**src/rtl/i2s_rx.sv**
```systemverilog
// Philips I2S receiver: oversamples sclk/ws/data with clk, frames left/right slots and
// presents each complete left/right pair together with a single-cycle vld strobe.
module i2s_rx #(
    parameter int unsigned DATA_W = 24
) (
    input  logic              clk,
    input  logic              rst_n,
    input  logic              I2S_sclk,
    input  logic              I2S_ws,
    input  logic              I2S_data,
    output logic [DATA_W-1:0] lft_chnnl,
    output logic [DATA_W-1:0] rght_chnnl,
    output logic              vld
);

    localparam int unsigned CntW = $clog2(DATA_W + 1);
    localparam logic [CntW-1:0] LastBit = CntW'(DATA_W - 1);

    typedef enum logic [2:0] {
        StSync,
        StLft,
        StWaitR,
        StRght,
        StWaitL
    } state_e;

    logic sclk_ff1, sclk_ff2, sclk_ff3;
    logic ws_ff1, ws_ff2;
    logic data_ff1, data_ff2;

    state_e            state_q, state_d;
    logic [CntW-1:0]   bit_cnt_q, bit_cnt_d;
    logic [DATA_W-1:0] shift_q, shift_d;
    logic [DATA_W-1:0] lft_hold_q, lft_hold_d;
    logic [DATA_W-1:0] lft_q, lft_d;
    logic [DATA_W-1:0] rght_q, rght_d;
    logic              vld_q, vld_d;
    logic              ws_last_q, ws_last_d;

    logic              sclk_rise, ws_fall, ws_rise;
    logic [DATA_W-1:0] shifted;

    always_ff @(posedge clk or negedge rst_n) begin
        if (!rst_n) begin
            sclk_ff1 <= 1'b0;
            sclk_ff2 <= 1'b0;
            sclk_ff3 <= 1'b0;
            ws_ff1   <= 1'b0;
            ws_ff2   <= 1'b0;
            data_ff1 <= 1'b0;
            data_ff2 <= 1'b0;
        end else begin
            sclk_ff1 <= I2S_sclk;
            sclk_ff2 <= sclk_ff1;
            sclk_ff3 <= sclk_ff2;
            ws_ff1   <= I2S_ws;
            ws_ff2   <= ws_ff1;
            data_ff1 <= I2S_data;
            data_ff2 <= data_ff1;
        end
    end

    assign sclk_rise = sclk_ff2 & ~sclk_ff3;
    assign ws_fall   = ~ws_ff2 & ws_last_q;
    assign ws_rise   = ws_ff2 & ~ws_last_q;
    assign shifted   = {shift_q[DATA_W-2:0], data_ff2};

    always_comb begin
        state_d    = state_q;
        bit_cnt_d  = bit_cnt_q;
        shift_d    = shift_q;
        lft_hold_d = lft_hold_q;
        lft_d      = lft_q;
        rght_d     = rght_q;
        vld_d      = 1'b0;
        ws_last_d  = ws_last_q;
        if (sclk_rise) begin
            ws_last_d = ws_ff2;
            unique case (state_q)
                StSync: begin
                    if (ws_fall) begin
                        state_d   = StLft;
                        bit_cnt_d = '0;
                    end
                end
                StLft: begin
                    // WS toggling before a full word means a short slot: drop the frame.
                    if (ws_ff2) begin
                        state_d = StSync;
                    end else begin
                        shift_d   = shifted;
                        bit_cnt_d = bit_cnt_q + 1'b1;
                        if (bit_cnt_q == LastBit) begin
                            lft_hold_d = shifted;
                            state_d    = StWaitR;
                        end
                    end
                end
                StWaitR: begin
                    if (ws_rise) begin
                        state_d   = StRght;
                        bit_cnt_d = '0;
                    end else if (ws_fall) begin
                        state_d = StSync;
                    end
                end
                StRght: begin
                    if (!ws_ff2) begin
                        state_d = StSync;
                    end else begin
                        shift_d   = shifted;
                        bit_cnt_d = bit_cnt_q + 1'b1;
                        if (bit_cnt_q == LastBit) begin
                            lft_d   = lft_hold_q;
                            rght_d  = shifted;
                            vld_d   = 1'b1;
                            state_d = StWaitL;
                        end
                    end
                end
                StWaitL: begin
                    if (ws_fall) begin
                        state_d   = StLft;
                        bit_cnt_d = '0;
                    end else if (ws_rise) begin
                        state_d = StSync;
                    end
                end
                default: state_d = StSync;
            endcase
        end
    end

    always_ff @(posedge clk or negedge rst_n) begin
        if (!rst_n) begin
            state_q    <= StSync;
            bit_cnt_q  <= '0;
            shift_q    <= '0;
            lft_hold_q <= '0;
            lft_q      <= '0;
            rght_q     <= '0;
            vld_q      <= 1'b0;
            ws_last_q  <= 1'b1;
        end else begin
            state_q    <= state_d;
            bit_cnt_q  <= bit_cnt_d;
            shift_q    <= shift_d;
            lft_hold_q <= lft_hold_d;
            lft_q      <= lft_d;
            rght_q     <= rght_d;
            vld_q      <= vld_d;
            ws_last_q  <= ws_last_d;
        end
    end

    assign lft_chnnl  = lft_q;
    assign rght_chnnl = rght_q;
    assign vld        = vld_q;

endmodule

```
**config.mk**
```make
export PLATFORM = sky130hd
export DESIGN_NAME = i2s_rx
export DESIGN_NICKNAME = d
export VERILOG_FILES = /design/src/rtl/i2s_rx.sv
export SDC_FILE = /design/constraint.sdc
export NUM_CORES = 1
export LEC_CHECK = 0
export BUFFER_PORTS_ARGS = -buffer_cell sky130_fd_sc_hd__buf_2
export CAP_MARGIN = 20
export CORE_ASPECT_RATIO = 1.25
export CORE_MARGIN = 4
export CORE_UTILIZATION = 40
export CTS_CLUSTER_DIAMETER = 200
export DETAILED_ROUTE_END_ITERATION = 6
export GPL_TIMING_DRIVEN = 0
export PLACE_DENSITY = 0.63
export SYNTH_ARGS = -nofsm -noshare
export SYNTH_HDL_FRONTEND = slang
export SYNTH_SLANG_ARGS = --single-unit
```
**constraint.sdc**
```tcl
create_clock -name clk -period 2.5 [get_ports clk]
set_clock_uncertainty 0.15 [all_clocks]
set_input_delay 0.375 -clock clk [delete_from_list [all_inputs] [get_ports clk]]
set_output_delay 0.375 -clock clk [all_outputs]
set_load 0.01 [all_outputs]
```
==> summary.md <==
* **number of global-route vias before repair** 2541
* **worst slack at placement** 0.00728 ns
* **total nets after synthesis** 285
* **worst-case register-to-register setup slack** 0.14 ns
* **WS Path Type** reg -> reg
* **share of the clock period used by the worst path** 0.942
* **post-synthesis register bit count** 112
* **EDFF count, synth** 0
* **Netlist cell types** 35
* **final hold violation count** 0
* **Placed Instances** 463
* **share of synthesized registers carrying an async set or reset** 1.00
* **critical path capture point** shift_q[20]$_DFFE_PN0P_
* **wire length of the first global-routing pass** 13.0 mm
* **area fraction of the dominant cell type after synthesis** 0.627
* **core region area** 10700 sq um
* **count of boundary I/O pins** 54
* **class of the tightest hold or removal check** reg -> reg
* **worst setup path start** ws_last_q$_DFFE_PN1P_
* **post-synthesis to final-layout area growth** 18.2%
* **critical path's slowest cell** sky130_fd_sc_hd__dfstp_2
* **synthesized cell area** 4430 sq um
* **Slew Viols, Final** 0
* **cells taking the most area after synthesis** sky130_fd_sc_hd__dfrtp_1, sky130_fd_sc_hd__mux2_2, sky130_fd_sc_hd__mux2_4
* **slew at the pin closest to its max-slew limit** 0.772 ns
* **number of buffers created by CTS** 9
* **ratio of routed vias to standard cells** 5.01
* **RSZ-0062 raised after global routing** false
* **endpoint of the most critical register-to-register path** shift_q[20]$_DFFE_PN0P_
* **TritonCTS clock tree** yes
* **kind of end point of the critical path** flip-flop
* **GRT Overall Usage** 0.128
* **root buf cell** sky130_fd_sc_hd__clkbuf_16
* **max_slew headroom** 0.485
* **Cell Pwr Density** 713 nW/um^2
* **fraction of the yosys area taken by sequential cells** 0.633
* **die extent in x** 102 um
* **drt drc** 0
* **non-filler cells in the finished layout** 483
* **first-pass detailed-route iteration total** 5
* **count of maximum capacitance violations** 0
* **cell-by-cell listing of the critical path** inv_1 -> ha_1 -> and3b_1 -> a211oi_4 -> or3_1 -> buf_6 -> buf_8 -> mux2_4
* **sequential cell area in the final layout** 2800 sq um
* **Multi-input gate area** 1520 sq um
* **Max Clock Freq** 424 MHz
* **largest fanout on the critical path** 10
* **maximum buffer depth of the clock tree** 2
* **outcome** finished, final reports clean
* **Worst Hold Margin** 0.205 ns
* **number of antenna violations at the first check in global routing** 0
* **count of vias placed by the detailed router** 2421
* **final worst slack** 0.144 ns
* **clock input transition at the sequential cells of the worst setup and hold paths** 0.07 ns
* **Worst EP arrival** 2.42 ns
* **residual overflow from global routing** 0
* **Final min period** 2.36 ns
* **max incr delay on CP** 0.53 ns
* **synthesized area per cell** 16.0 sq um
* **nature of the critical path startpoint** flip-flop
* **die area** 12800 sq um
* **final number of setup-violating endpoints** 0
* **maximum level of the CTS H-tree** 3
* **y dimension of the die** 126 um
* **gate count after technology mapping** 277
* **count of nets left with antenna violations after detail routing** 0
* **Final Core Density** 0.489
* **leakage power of the design** 2.80 nW
* **effective utilization at floorplan** 0.413
* **post-detail-place hpwl** 5.16 mm
* **endpoint required time on the critical path** 2.57 ns
* **worst hold stages** 0
* **largest net degree at the start of global routing** 61
* **total wire length** 7.59 mm
* **fraction of layout instances using a drive strength above 1** 0.521
* **Setup Buffers After CTS** 0
* **critical register-to-register path startpoint** ws_last_q$_DFFE_PN1P_
* **iteration-0 DRC count of the detailed router** 86
* **worst-case reg-to-reg path depth** 8
* **Yosys top cell by area** sky130_fd_sc_hd__dfrtp_1
* **number of warnings reported in the yosys synthesis log** 0
* **average wire length per cell after detail routing** 15.7 um
* **post-layout net count** 354
* **CTS sink count** 112
* **Inserted Diodes** 0
* **# rows** 42
* **Peak VDD IR** 0.000339 V
* **most frequently used flop master after synthesis** sky130_fd_sc_hd__dfrtp_1
* **insertion delay to the later sink of the worst-skew pair** 0.33 ns
* **weighted congestion at the end of routability-driven global placement** 0.722
* **number of port buffers** 53
* **fill cell instance count of the final layout** 961
cell usage in the layout (no fill, tap or decap), types with 2 or more instances in the layout:
cell / count
sky130_fd_sc_hd__ha_1: 3
sky130_fd_sc_hd__dlygate4sd3_1: 4
sky130_fd_sc_hd__o21ai_0: 6
sky130_fd_sc_hd__dfrtp_1: 111
sky130_fd_sc_hd__buf_2: 57
sky130_fd_sc_hd__inv_1: 6
sky130_fd_sc_hd__nor2_1: 3
sky130_fd_sc_hd__a21oi_1: 4
sky130_fd_sc_hd__nand2b_1: 3
sky130_fd_sc_hd__clkinvlp_4: 2
sky130_fd_sc_hd__buf_4: 3
sky130_fd_sc_hd__buf_6: 2
sky130_fd_sc_hd__clkbuf_16: 9
sky130_fd_sc_hd__o31ai_1: 3
sky130_fd_sc_hd__nand3_1: 6
sky130_fd_sc_hd__nor2b_1: 2
sky130_fd_sc_hd__mux2_2: 80
sky130_fd_sc_hd__clkbuf_1: 2
sky130_fd_sc_hd__mux2_4: 16
sky130_fd_sc_hd__nand2_1: 3
sky130_fd_sc_hd__o31ai_2: 3
metal layers:
layer  track usage  part of all wire  vias up
met5             0                 0        -
met4        0.0355            0.0092        0
li1              -                 -     1129
met3        0.0442             0.055        6
met2         0.190              0.47       62
met1         0.179              0.47     1224
how the worst min path moves through the flow:
| stage | from | endpoint | slack [ns] |
|---|---|---|---|
| after floorplan | rst_n | bit_cnt_q[0]$_DFFE_PN0P_ | -0.07 |
| after global placement | sclk_ff1$_DFF_PN0_ | sclk_ff2$_DFF_PN0_ | 0.19 |
| after detailed placement | sclk_ff1$_DFF_PN0_ | sclk_ff2$_DFF_PN0_ | 0.19 |
| after CTS | sclk_ff1$_DFF_PN0_ | sclk_ff2$_DFF_PN0_ | 0.21 |
| after global routing | sclk_ff1$_DFF_PN0_ | sclk_ff2$_DFF_PN0_ | 0.22 |
| final | sclk_ff1$_DFF_PN0_ | sclk_ff2$_DFF_PN0_ | 0.21 |
stage by stage:
stage               area [sq um]  power [W]  setup TNS [ns]
floorplan                   4430    0.00224               0
global placement            4860    0.00233          -38.75
detailed placement          4890    0.00236               0
CTS                         5240    0.00379               0
global route                5240    0.00393               0
finish                      5240    0.00374               0
power by group:
part	switching (W)	total (W)	internal (W)	leakage (nW)
sequential	0.0000730	0.00195	0.00188	1.54
combinational	0.000216	0.000394	0.000178	1.13
clock	0.000612	0.00139	0.000778	0.136
critical path: cells and delay by family, from the launching register on:
| kind | cells | cell delay [ns] |
|---|---|---|
| multiplexers | 1 | 0.30 |
| adder cells (fa/ha/maj) | 1 | 0.20 |
| flip-flops | 1 | 0.53 |
| AND/OR/NAND/NOR | 2 | 0.39 |
| buffers and inverters | 3 | 0.37 |
| AO/OA/AOI/OAI | 1 | 0.29 |
area by class of cell:
class / count / share of cell area
timing repair buffer: 58 / 0.0640
multi-input combinational: 147 / 0.289
inverter: 6 / 0.00430
clock inverter: 5 / 0.0112
tap: 132 / 0.0315
sequential: 112 / 0.535
clock buffer: 11 / 0.0444
buffer: 12 / 0.0201
registers in the layout, indices dropped and copies added (netlist names):
name	count
lft_chnnl	24
lft_hold_q	24
rght_chnnl	24
shift_q	23
bit_cnt_q	5
state_q	3
data_ff1	1
data_ff2	1
sclk_ff1	1
sclk_ff2	1
sclk_ff3	1
vld	1
ws_ff1	1
ws_ff2	1
ws_last_q	1
Yosys cell counts, types with 2 or more instances:
| master | count |
|---|---|
| sky130_fd_sc_hd__o31ai_2 | 3 |
| sky130_fd_sc_hd__buf_6 | 2 |
| sky130_fd_sc_hd__nand2_1 | 3 |
| sky130_fd_sc_hd__inv_1 | 6 |
| sky130_fd_sc_hd__nor2b_1 | 2 |
| sky130_fd_sc_hd__o31ai_1 | 3 |
| sky130_fd_sc_hd__dfrtp_1 | 111 |
| sky130_fd_sc_hd__nor2_1 | 3 |
| sky130_fd_sc_hd__nand3_1 | 6 |
| sky130_fd_sc_hd__a21oi_1 | 4 |
| sky130_fd_sc_hd__buf_4 | 2 |
| sky130_fd_sc_hd__mux2_4 | 16 |
| sky130_fd_sc_hd__ha_1 | 3 |
| sky130_fd_sc_hd__mux2_2 | 80 |
| sky130_fd_sc_hd__nand2b_1 | 3 |
| sky130_fd_sc_hd__o21ai_0 | 6 |
| sky130_fd_sc_hd__buf_2 | 6 |
cell families (layout without fill, tap and decap cells):
| family | Yosys count | in the layout | share of synthesized area |
|---|---|---|---|
| flops | 112 | 112 | 0.633 |
| xor+xnor | 1 | 1 | 0.00198 |
| compound gates | 20 | 20 | 0.0330 |
| mux | 97 | 97 | 0.260 |
| buf+inv | 18 | 92 | 0.0282 |
| fa+ha+maj | 3 | 3 | 0.00847 |
| simple gates | 26 | 26 | 0.0359 |
timing repair:
action / 4_1_cts / 5_1_grt
hold buffers: 4 / 0
resized for setup: 2 / 1
setup endpoints to repair: 14 / 25
hold endpoints to repair: 20 / 0
pin swaps: 0 / 1
Power figures use the tool's default switching activity.
